[config.mk]
export PLATFORM = sky130hd
export DESIGN_NAME = req_array_arbiter_flat
export DESIGN_NICKNAME = d
export VERILOG_FILES = /design/src/rtl/req_array_arbiter_if.sv /design/src/rtl/req_array_arbiter.sv /design/src/flat_wrapper.sv
export SDC_FILE = /design/constraint.sdc
export NUM_CORES = 1
export LEC_CHECK = 0
export ABC_AREA = 1
export CAP_MARGIN = 0
export CELL_PAD_IN_SITES_DETAIL_PLACEMENT = 1
export CELL_PAD_IN_SITES_GLOBAL_PLACEMENT = 2
export CORE_UTILIZATION = 20
export CTS_CLUSTER_SIZE = 25
export DETAILED_ROUTE_END_ITERATION = 16
export GPL_TIMING_DRIVEN = 0
export PLACE_DENSITY_LB_ADDON = 0.1
export SETUP_SLACK_MARGIN = 0.2
export SYNTH_ARGS = -nofsm -noshare
export SYNTH_HDL_FRONTEND = slang
export SYNTH_SLANG_ARGS = --single-unit
[constraint.sdc]
create_clock -name clk -period 3.9 [get_ports clk]
set_clock_uncertainty 0.15 [all_clocks]
set_input_delay 0.975 -clock clk [delete_from_list [all_inputs] [get_ports clk]]
set_output_delay 0.975 -clock clk [all_outputs]
set_load 0.01 [all_outputs]
[src/rtl/req_array_arbiter_if.sv]
// Handshake bundle for req_array_arbiter: N request channels in, one registered channel out.
// The requester side (master) drives req_valid/req_data/out_ready; the arbiter (slave) drives the rest.
interface req_array_arbiter_if #(
  parameter int N = 4,
  parameter int W = 8
);
  localparam int SW = $clog2(N);

  logic [N-1:0]   req_valid;
  logic [N*W-1:0] req_data;
  logic [N-1:0]   req_ready;
  logic           out_valid;
  logic [W-1:0]   out_data;
  logic [SW-1:0]  out_src;
  logic           out_ready;

  modport master (
    output req_valid, req_data, out_ready,
    input  req_ready, out_valid, out_data, out_src
  );

  modport slave (
    input  req_valid, req_data, out_ready,
    output req_ready, out_valid, out_data, out_src
  );
endinterface

[src/rtl/req_array_arbiter.sv]
// Round-robin merge of N valid/ready channels into one registered output; 1-cycle latency.
// Accepts a new word whenever the output register is empty or draining; holds output stable under stall.
module req_array_arbiter #(
  parameter int N = 4,
  parameter int W = 8
) (
  input logic                clk,
  input logic                rst,
  req_array_arbiter_if.slave bus
);
  localparam int SW = $clog2(N);

  typedef enum logic {EMPTY, FULL} state_t;

  state_t        state;
  logic [SW-1:0] ptr;
  logic [W-1:0]  data_q;
  logic [SW-1:0] src_q;

  logic [SW-1:0] grant;
  logic [SW-1:0] idx;
  logic          found;
  logic          gnt_any;
  logic          load;
  logic          take;
  logic [W-1:0]  sel_data;

  // Walk the channels starting at ptr with explicit wrap so non-power-of-two N never indexes past N-1.
  always_comb begin
    grant = '0;
    found = 1'b0;
    idx   = ptr;
    for (int k = 0; k < N; k++) begin
      if (!found && bus.req_valid[idx]) begin
        grant = idx;
        found = 1'b1;
      end
      idx = (idx == SW'(N - 1)) ? '0 : idx + SW'(1);
    end
  end

  always_comb begin
    sel_data = '0;
    for (int k = 0; k < N; k++) begin
      if (grant == SW'(k)) sel_data = bus.req_data[k*W +: W];
    end
  end

  assign gnt_any = |bus.req_valid;
  assign load    = (state == EMPTY) || bus.out_ready;
  // Gated by rst so no channel observes a handshake during the reset cycle.
  assign take    = load && gnt_any && !rst;

  assign bus.req_ready = take ? (N'(1) << grant) : '0;
  assign bus.out_valid = (state == FULL);
  assign bus.out_data  = data_q;
  assign bus.out_src   = src_q;

  always_ff @(posedge clk or posedge rst) begin
    if (rst) begin
      state  <= EMPTY;
      ptr    <= '0;
      data_q <= '0;
      src_q  <= '0;
    end else begin
      if (take) begin
        data_q <= sel_data;
        src_q  <= grant;
        ptr    <= (grant == SW'(N - 1)) ? '0 : grant + SW'(1);
      end
      case (state)
        EMPTY: if (take) state <= FULL;
        FULL:  if (bus.out_ready && !take) state <= EMPTY;
        default: state <= EMPTY;
      endcase
    end
  end

  a_ready_onehot: assert property (@(posedge clk) disable iff (rst) $onehot0(bus.req_ready));
  a_ptr_range:    assert property (@(posedge clk) disable iff (rst) int'(ptr) < N);
endmodule

[src/flat_wrapper.sv]
// flat-port wrapper written by rule: the top's interface ports become plain ports
module req_array_arbiter_flat 
#(
  parameter int N = 4,
  parameter int W = 8
)
  (clk, rst, bus_req_valid, bus_req_data, bus_out_ready, bus_req_ready, bus_out_valid, bus_out_data, bus_out_src);
  req_array_arbiter_if #(.N(N), .W(W)) bus_i ();
  input logic clk;
  input logic rst;
  input wire logic [$bits(bus_i.req_valid)-1:0] bus_req_valid;
  input wire logic [$bits(bus_i.req_data)-1:0] bus_req_data;
  input wire logic [$bits(bus_i.out_ready)-1:0] bus_out_ready;
  output wire logic [$bits(bus_i.req_ready)-1:0] bus_req_ready;
  output wire logic [$bits(bus_i.out_valid)-1:0] bus_out_valid;
  output wire logic [$bits(bus_i.out_data)-1:0] bus_out_data;
  output wire logic [$bits(bus_i.out_src)-1:0] bus_out_src;
  assign bus_i.req_valid = bus_req_valid;
  assign bus_i.req_data = bus_req_data;
  assign bus_i.out_ready = bus_out_ready;
  assign bus_req_ready = bus_i.req_ready;
  assign bus_out_valid = bus_i.out_valid;
  assign bus_out_data = bus_i.out_data;
  assign bus_out_src = bus_i.out_src;
  req_array_arbiter #(.N(N), .W(W)) u_core (.clk(clk), .rst(rst), .bus(bus_i));
endmodule
==> reports/qor.yml, run 1 <==
clock.fmax_ghz: 0.2764
clk_latency_ps: 250
start_util: 0.2104
rsz0062_at_grt: "false"
cp.arrival_ps: 2490
min_period_ps: 3618
wl_per_cell_microns: 13.50
grt.overflow.total: 0
drc: 0
grt_usage: 0.1496
worst-setup-path-type: "primary input to output pin"
antenna_found_initial: 0
setup_viol: 0
routabilityCongestion: 0.7599
detail_route.iter0.violations: 75
synth-adder-area-share: 0.05302
core.rowCount: 27
postLayoutCoreUtil: 0.4090
required_ps: 2770
synth_top_cell_by_area: "dfrtp_1"
dieHeight_microns: 78.81
numCtsBuffers: 3
synth-compound-area-share: 0.1527
num-fill-cells: 719
synth_nets: 225
vias: 1451
slew_violations: 0
dp_hpwl_mm: 3.277
grt_pass1_vias: 1458
cts_buffer_depth: 2
ant_nets: 0
synth_cell_types: 22
ys_seq_elements: 13
yosys.area.top_type_share: 0.2757
final_cell_mix: "52 x nand2_1, 45 x clkdlybuf4s50_1, 29 x buf_4, 18 x nand3_1, 12 x dfrtp_1"
drive_gt1_frac: 0.3582
dr.pass1.iters: 4
start_kind: "primary input"
synth_top_family_by_area: "simple AND/OR/NAND/NOR gates"
netlist_instances: 181
syn_area_per_cell_sq_um: 6.519
final_common_cell: "nand2_1"
synth_area_sq_um: 1180
grt_max_degree: 14
pin_count: 54
synthTopCellsByArea: "dfrtp_1 28%, nand2_1 21%, nand3_1 9.3%, inv_1 6.4%, o211ai_1 5.7%"
cts_htree_levels: 1
postCtsHoldBufs: 0
worstMarginPinSlew_ps: 385.4
hold_viol_final: 0
synth-xor-area-share: 0
diodes: 0
maxCapViolations: 0
wl_mm: 4.589
nets: 313
crit_fanout: 4
finalSetupTns_ps: 0
cts_tree: "built"
period_share: 0.9277
area.growth.synth_to_final_pct: 94.38
outcome: "complete, no violations"
ys_warn_count: 0
hold_class: "flop to flop"
dieArea_sq_um: 6210
vias_per_cell: 4.268
grt_pass1_wl_mm: 7.258
synthMuxAreaShare: 0
fp.dieW_microns: 78.81
core-area_sq_um: 5608
ys_seq_area_frac: 0.2757
worstSetupEndpointType: "output pin"
port_buffers: 53
clk_pin_slew_ps: 60
clock_sinks: 13
slew_headroom: 0.7403
ctsRootBufferMaster: "clkbuf_8"
synthSimpleGateAreaFrac: 0.4157
## synthesized netlist by cell type, drive strengths merged
| master | n |
|---|---|
| nand3 | 24 |
| ha | 5 |
| buf | 4 |
| o21ai | 12 |
| a21oi | 9 |
| nor2 | 8 |
| nand4 | 1 |
| clkinv | 1 |
| inv | 21 |
| nand2 | 72 |
| dfrtp | 13 |
| clkbuf | 2 |
| o211ai | 9 |
## per-layer routing
| metal | track usage | routed length [microns] | vias to the layer above |
|---|---|---|---|
| li1 | - | - | 761 |
| met1 | 0.2139 | 2241 | 658 |
| met2 | 0.2339 | 2178 | 28 |
| met3 | 0.02299 | 131 | 4 |
| met4 | 0.03333 | 38 | 0 |
| met5 | 0 | 0 | - |
## final cells by class
class / count / area (sq um) / share of cell area
inverters: 22 / 113.9 / 0.04965
clock buffers: 4 / 45.04 / 0.01964
multi-input cells: 140 / 923.4 / 0.4026
flip-flops and latches: 13 / 326.6 / 0.1424
well taps: 72 / 90.09 / 0.03928
plain buffers: 6 / 65.06 / 0.02837
repair buffers: 83 / 729.5 / 0.3181
## worst max-delay path, cell delays in order
cell	delay [ps]
buf_2	120
inv_4	70
nand2_2	80
nand2_2	90
inv_1	50
nand2_2	80
nand2_4	70
a21oi_4	140
nand3_2	110
nand2_4	130
buf_4	120
ha_2	170
inv_2	40
nor2_4	120
buf_6	110
## timing repair
action | 4_1_cts | 5_1_grt
setup buffers | 21 | 9
pin swaps | 14 | 16
cloned | 0 | 0
gates resized for setup | 70 | 33
setup endpoints to repair | 4 | 4
## through the flow
stage / std cells / area [sq um] / setup WS, ps / hold WS, ps
detailed placement: 306 / 1800 / -1025 / 319.7
global route: 340 / 2293 / 187.8 / 354.2
floorplan: 181 / 1180 / 325.5 / 365.5
finish: 340 / 2293 / 281.8 / 326.9
global placement: 306 / 1800 / -1062 / 317.4
CTS: 331 / 2106 / 211.4 / 337.2
## worst paths after layout
path	start	to	slack, ps	depth (start not counted)
min in group asynchronous	rst	u_core.bus.out_data[1]	1000	3
min	u_core.bus.out_src[1]	u_core.bus.out_src[1]	330	2
max	bus_req_valid[1]	bus_req_ready[3]	280	15
min reg2reg	u_core.bus.out_src[1]	u_core.bus.out_src[1]	330	2
max in group asynchronous	rst	u_core.ptr[1]	2420	3
max reg2reg	u_core.ptr[1]	u_core.bus.out_data[6]	1020	17
## flip-flops by register name, indices dropped and copies added (netlist names)
name / cells
u_core.bus.out_src: 2
u_core.bus.out_data: 8
u_core.ptr: 2
u_core.bus.out_valid: 1
## cell families (layout without fill, tap and decap cells)
logic type               Yosys count  in the layout
AND/OR/NAND/NOR                  105            105
buffers and inverters             28            115
flip-flops                        13             13
adder cells (fa/ha/maj)            5              5
AO/OA/AOI/OAI                     30             30
Power of run 1 is left out: the tool's default activity adds up to more than one toggle a clock period on the data nets, which glitch-free logic cannot reach.
==> run 2, diff against run 1 <==
- CORE_MARGIN: default -> 2
- SLEW_MARGIN: default -> 10
==> run 2 against run 1 <==
- count of clock-buffer cells in the layout unchanged
- utilization down 1.3 points
- register-to-register slack worse by 20 ps
- setup slack better by 25 ps
- sequential share of layout area up 0.47 points
==> reports/qor.yml, run 2 (synthesis results as in run 1) <==
outcome: "complete, no violations"  # unchanged
core.rowCount: 27  # unchanged
timing.hold.ws_ps: 329.5  # was 326.9 ps
routabilityCongestion: 0.7145  # was 0.7599
min_period_ps: 3593  # was 3618 ps
rsz0062_at_grt: "true"  # was false
drc: 0  # unchanged
required_ps: 2770  # about the same
clock.fmax_ghz: 0.2783  # was 0.2764 GHz
grt_usage: 0.1485  # was 0.1496
ctsRootBufferMaster: "clkbuf_8"  # unchanged
detail_route.iter0.violations: 53  # was 75
crit_start: "bus_req_valid[3]"  # was bus_req_valid[1]
dr.pass1.iters: 4  # unchanged
dp_hpwl_mm: 3.334  # was 3.277 mm
wl_mm: 4.665  # was 4.589 mm
crit_fanout: 3  # was 4
start_kind: "primary input"  # unchanged
cts_htree_levels: 1  # unchanged
start_util: 0.2104  # unchanged
slew_violations: 0  # unchanged
wl_per_cell_microns: 13.97  # was 13.50 microns
core-area_sq_um: 5608  # unchanged
hold_viol_final: 0  # unchanged
grt_max_degree: 14  # unchanged
area.growth.synth_to_final_pct: 88.12  # was 94.38%
cp.arrival_ps: 2470  # was 2490 ps
postCtsHoldBufs: 0  # unchanged
ant_nets: 0  # unchanged
setup_viol: 0  # unchanged
worstMarginPinSlew_ps: 363.2  # was 385.4 ps
r2r_start: "u_core.ptr[1]"  # unchanged
pin_count: 54  # unchanged
cts_tree: "built"  # unchanged
fp.dieW_microns: 80.81  # was 78.81 microns
diodes: 0  # unchanged
drive_gt1_frac: 0.3244  # was 0.3582
grt_pass1_wl_mm: 7.320  # was 7.258 mm
multi_input_area_sq_um: 898.4  # was 923.4 sq um
numCtsBuffers: 3  # unchanged
dieArea_sq_um: 6529  # was 6210 sq um
final_common_cell: "nand2_1"  # unchanged
hold_class: "flop to flop"  # unchanged
maxCapViolations: 0  # unchanged
clk_latency_ps: 250  # about the same
largest_reg_flops: 8  # unchanged
dieHeight_microns: 80.81  # was 78.81 microns
min_from: "u_core.bus.out_src[0]"  # was u_core.bus.out_src[1]
nets: 307  # was 313
clk_pin_slew_ps: 50  # was 60 ps
grt_pass1_vias: 1481  # was 1,458
period_share: 0.9213  # was 0.9277
cts_buffer_depth: 2  # unchanged
dpl-instance-area_sq_um: 1800  # unchanged
worst-setup-path-type: "primary input to output pin"  # unchanged
port_buffers: 53  # unchanged
clock_sinks: 13  # unchanged
antenna_found_initial: 0  # unchanged
num-fill-cells: 717  # was 719
seqCellArea_sq_um: 326.6  # unchanged
slew_headroom: 0.7553  # was 0.7403
fin_area_sq_um: 2220  # was 2293 sq um
vias: 1449  # was 1,451
final_cell_mix: "55 x nand2_1, 45 x clkdlybuf4s50_1, 23 x buf_4, 19 x nand3_1, 13 x inv_1"  # was 52 x nand2_1, 45 x clkdlybuf4s50_1, 29 x buf_4, 18 x nand3_1, 12 x dfrtp_1
worstSetupEndpointType: "output pin"  # unchanged
vias_per_cell: 4.338  # was 4.268
grt.overflow.total: 0  # unchanged
[run 2: routing by layer]
| layer | vias to the layer above | GRT usage | wire [microns] | share of wire |
|---|---|---|---|---|
| met3 | 4 | 0.02556 | 198 | 0.042 |
| met5 | - | 0 | 0 | 0 |
| met2 | 34 | 0.2264 | 2142 | 0.46 |
| li1 | 747 | - | - | - |
| met1 | 664 | 0.2129 | 2260 | 0.48 |
| met4 | 0 | 0.04576 | 64 | 0.014 |
[run 2: what timing repair did]
action,CTS,global route
setup buffers,17,7
setup endpoints to repair,4,4
pin swaps,12,11
gates resized for setup,70,23
[run 2: final timing paths]
path	to	slack, ps	cells past startpoint
worst min-delay path	u_core.bus.out_src[0]	330	2
worst max-delay path	bus_req_ready[0]	310	16
min in group asynchronous	u_core.bus.out_data[1]	1000	3
max in group asynchronous	u_core.ptr[1]	2420	3
worst max register to register	u_core.bus.out_data[5]	1000	17
worst min register to register	u_core.bus.out_src[0]	330	2
[run 2: cell type report]
type                            count  area share
Inverter                           22     0.05242
Buffer                              6     0.02931
Timing Repair Buffer               77      0.3055
Sequential cell                    13      0.1471
Multi-Input combinational cell    140      0.4047
Tap cell                           72     0.04059
Clock buffer                        4     0.02029
[run 2: worst max-delay path: stages]
cell and delay, ps:
buf_2 120, nand2_1 100, nand2_4 80, nand2_4 70
nand2_4 80, buf_4 140, nand2_1 70, nand3_1 90
nand2_2 90, nand2_4 80, inv_4 80, ha_4 130
clkbuf_8 110, inv_1 30, nor2_1 80, buf_2 130
[run 2: metrics by stage]
stage / std cells / TNS [ps] / setup slack [ps] / utilization
6_report: 334 / 0 / 307.0 / 0.3958
5_1_grt: 334 / 0 / 199.7 / 0.3958
4_1_cts: 327 / 0 / 204.7 / 0.3746
3_5_place_dp: 306 / -3278 / -971.9 / 0.3211
3_3_place_gp: 306 / -3423 / -1021 / 0.3211
2_1_floorplan: 181 / 0 / 325.5 / -
Power of run 2 is left out for the same reason.
==> run 3, diff against run 2 <==
- CAP_MARGIN: 0 -> default
- CORE_MARGIN: 2 -> 5
- REMOVE_ABC_BUFFERS: default -> 1
==> run 3 against run 2 <==
- count of clock-buffer cells in the layout unchanged
- first-iteration DRC count decreased by 72%
- die area increased by 15%
- routed wire length increased by 3.8%
- critical endpoint is now bus_req_ready[3]
==> reports/qor.yml, run 3 (synthesis results as in run 1) <==
drive_gt1_frac: 0.3074  # was 0.3244
slew_headroom: 0.8004  # was 0.7553
worstMarginPinSlew_ps: 296.2  # was 363.2 ps
maxCapViolations: 0  # unchanged
dieHeight_microns: 86.81  # was 80.81 microns
hold_viol_final: 0  # unchanged
ir_worst_vdd_mv: 0.4055
cpMostUsedCell: "nand2_2"  # was nand2_4
core.rowCount: 28  # was 27
grt_pass1_vias: 1681  # was 1,481
cts_htree_levels: 1  # unchanged
cts_tree: "built"  # unchanged
routabilityCongestion: 0.8625  # was 0.7145
crit_fanout: 4  # was 3
pin_count: 54  # unchanged
cp.arrival_ps: 2440  # was 2470 ps
dp_cells: 305  # was 306
ctsRootBufferMaster: "clkbuf_8"  # unchanged
wl_per_cell_microns: 14.58  # was 13.97 microns
worst-setup-path-type: "primary input to output pin"  # unchanged
drc: 0  # unchanged
clk_pin_slew_ps: 60  # was 50 ps
dp_hpwl_mm: 3.581  # was 3.334 mm
setup_viol: 0  # unchanged
postLayoutCoreUtil: 0.3668  # was 0.3958
dieArea_sq_um: 7535  # was 6529 sq um
diodes: 0  # unchanged
fp.dieW_microns: 86.81  # was 80.81 microns
cpPeakStageDelay_ps: 160  # was 140 ps
vias: 1509  # was 1,449
wl_mm: 4.840  # was 4.665 mm
p_clk_frac: 0.051
numCtsBuffers: 3  # unchanged
vias_per_cell: 4.545  # was 4.338
grt_max_degree: 14  # unchanged
start_kind: "primary input"  # unchanged
power.density_nw_per_um2: 1161
area.growth.synth_to_final_pct: 80.81  # was 88.12%
ant_nets: 0  # unchanged
grt.overflow.total: 0  # unchanged
timing.hold.ws_ps: 329.2  # was 329.5 ps
final_cell_mix: "58 x nand2_1, 45 x clkdlybuf4s50_1, 23 x buf_4, 19 x nand3_1"  # was 55 x nand2_1, 45 x clkdlybuf4s50_1, 23 x buf_4, 19 x nand3_1, 13 x inv_1
min_period_ps: 3568  # was 3593 ps
fin_area_sq_um: 2133  # was 2220 sq um
dpl-instance-area_sq_um: 1785  # was 1800 sq um
grt_usage: 0.1348  # was 0.1485
largest_reg_flops: 8  # unchanged
hold_class: "flop to flop"  # unchanged
required_ps: 2770  # about the same
clk_latency_ps: 240  # was 250 ps
rsz0062_at_grt: "false"  # was true
core-area_sq_um: 5816  # was 5608 sq um
stdcell_count: 332  # was 334
p_comb_frac: 0.849
seqPwrFrac: 0.101
power.leakage_nw: 0.9714
nets: 302  # was 307
outcome: "complete, no violations"  # unchanged
port_buffers: 53  # unchanged
detail_route.iter0.violations: 15  # was 53
start_util: 0.2029  # was 0.2104
final_common_cell: "nand2_1"  # unchanged
cts_buffer_depth: 2  # unchanged
clock.fmax_ghz: 0.2803  # was 0.2783 GHz
slew_violations: 0  # unchanged
period_share: 0.9149  # was 0.9213
dr.pass1.iters: 4  # unchanged
postCtsHoldBufs: 0  # unchanged
worstSetupEndpointType: "output pin"  # unchanged
p_sw_mw: 1.287
antenna_found_initial: 0  # unchanged
clock_sinks: 13  # unchanged
crit_chain: "clkbuf_2 > inv_2 > nand2_2 > nand2_2 > inv_1 > nand2_1 > nand2_2 > a21oi_2 > nand3_2 > nand2_4 > buf_6 > ha_4 > inv_2 > nor2_4 > buf_6"  # was buf_2 > nand2_1 > nand2_4 > nand2_4 > nand2_4 > buf_4 > nand2_1 > nand3_1 > nand2_2 > nand2_4 > inv_4 > ha_4 > clkbuf_8 > inv_1 > nor2_1 > buf_2
slowest_stage: "a21oi_2"  # was buf_4
grt_pass1_wl_mm: 8.031  # was 7.320 mm
power.internal_mw: 1.190
p_sw_frac: 0.5195
==> run 3: cell count changes in the layout (fill, tap and decap cells not counted), sizes merged <==
cell	change
buf	-2
clkbuf	-3
==> run 3: power groups by stage <==
stage	sequential, mW	combinational (mW)	clock [mW]
6_report	0.249	2.10	0.125
5_1_grt	0.260	2.34	0.136
4_1_cts	0.261	1.94	0.128
3_5_place_dp	0.254	1.52	0
3_3_place_gp	0.254	1.47	0
2_1_floorplan	0.268	0.983	0
==> run 3: metrics by stage <==
step / power (mW) / setup slack, ps / TNS (ps)
floorplan: 1.251 / 338.2 / 0
global placement: 1.728 / -977.2 / -3544
detailed placement: 1.776 / -1012 / -3371
CTS: 2.330 / 212.1 / 0
global route: 2.734 / 232.1 / 0
finish: 2.477 / 331.9 / 0
==> run 3: layout make-up <==
type,count,area (sq um)
clock buffer,4,45.04
fill,747,3682
inverter,22,101.3
multi-input combinational,140,873.3
sequential,13,327.8
tap,75,93.84
timing repair buffer,78,691.9
==> run 3: worst paths after layout <==
check | startpoint | end | slack [ps] | depth (start not counted)
max | bus_req_valid[1] | bus_req_ready[3] | 330 | 15
min | u_core.bus.out_src[1] | u_core.bus.out_src[1] | 330 | 2
max reg2reg | u_core.ptr[0] | u_core.bus.out_data[4] | 1070 | 17
min reg2reg | u_core.bus.out_src[1] | u_core.bus.out_src[1] | 330 | 2
max in group asynchronous | rst | u_core.ptr[0] | 2440 | 3
min in group asynchronous | rst | u_core.bus.out_src[1] | 980 | 3
==> run 3: metal layers <==
metal	track usage	vias to the layer above	wire, microns
li1	-	738	-
met1	0.1409	731	1793
met2	0.2609	36	2741
met3	0.03992	4	261
met4	0.02975	0	44
met5	0	-	0
==> run 3: repair_timing <==
item,CTS,global route
gates resized for setup,57,19
setup endpoints to repair,4,4
pin swaps,13,13
setup buffers,16,7
==> run 3: worst max-delay path, delay by kind of cell <==
kind,cells,cell delay (ps)
AO/OA/AOI/OAI,1,160
buffers and inverters,6,500
AND/OR/NAND/NOR,7,680
adder cells (fa/ha/maj),1,130
Note: power is estimated with default switching activity, not from simulation.
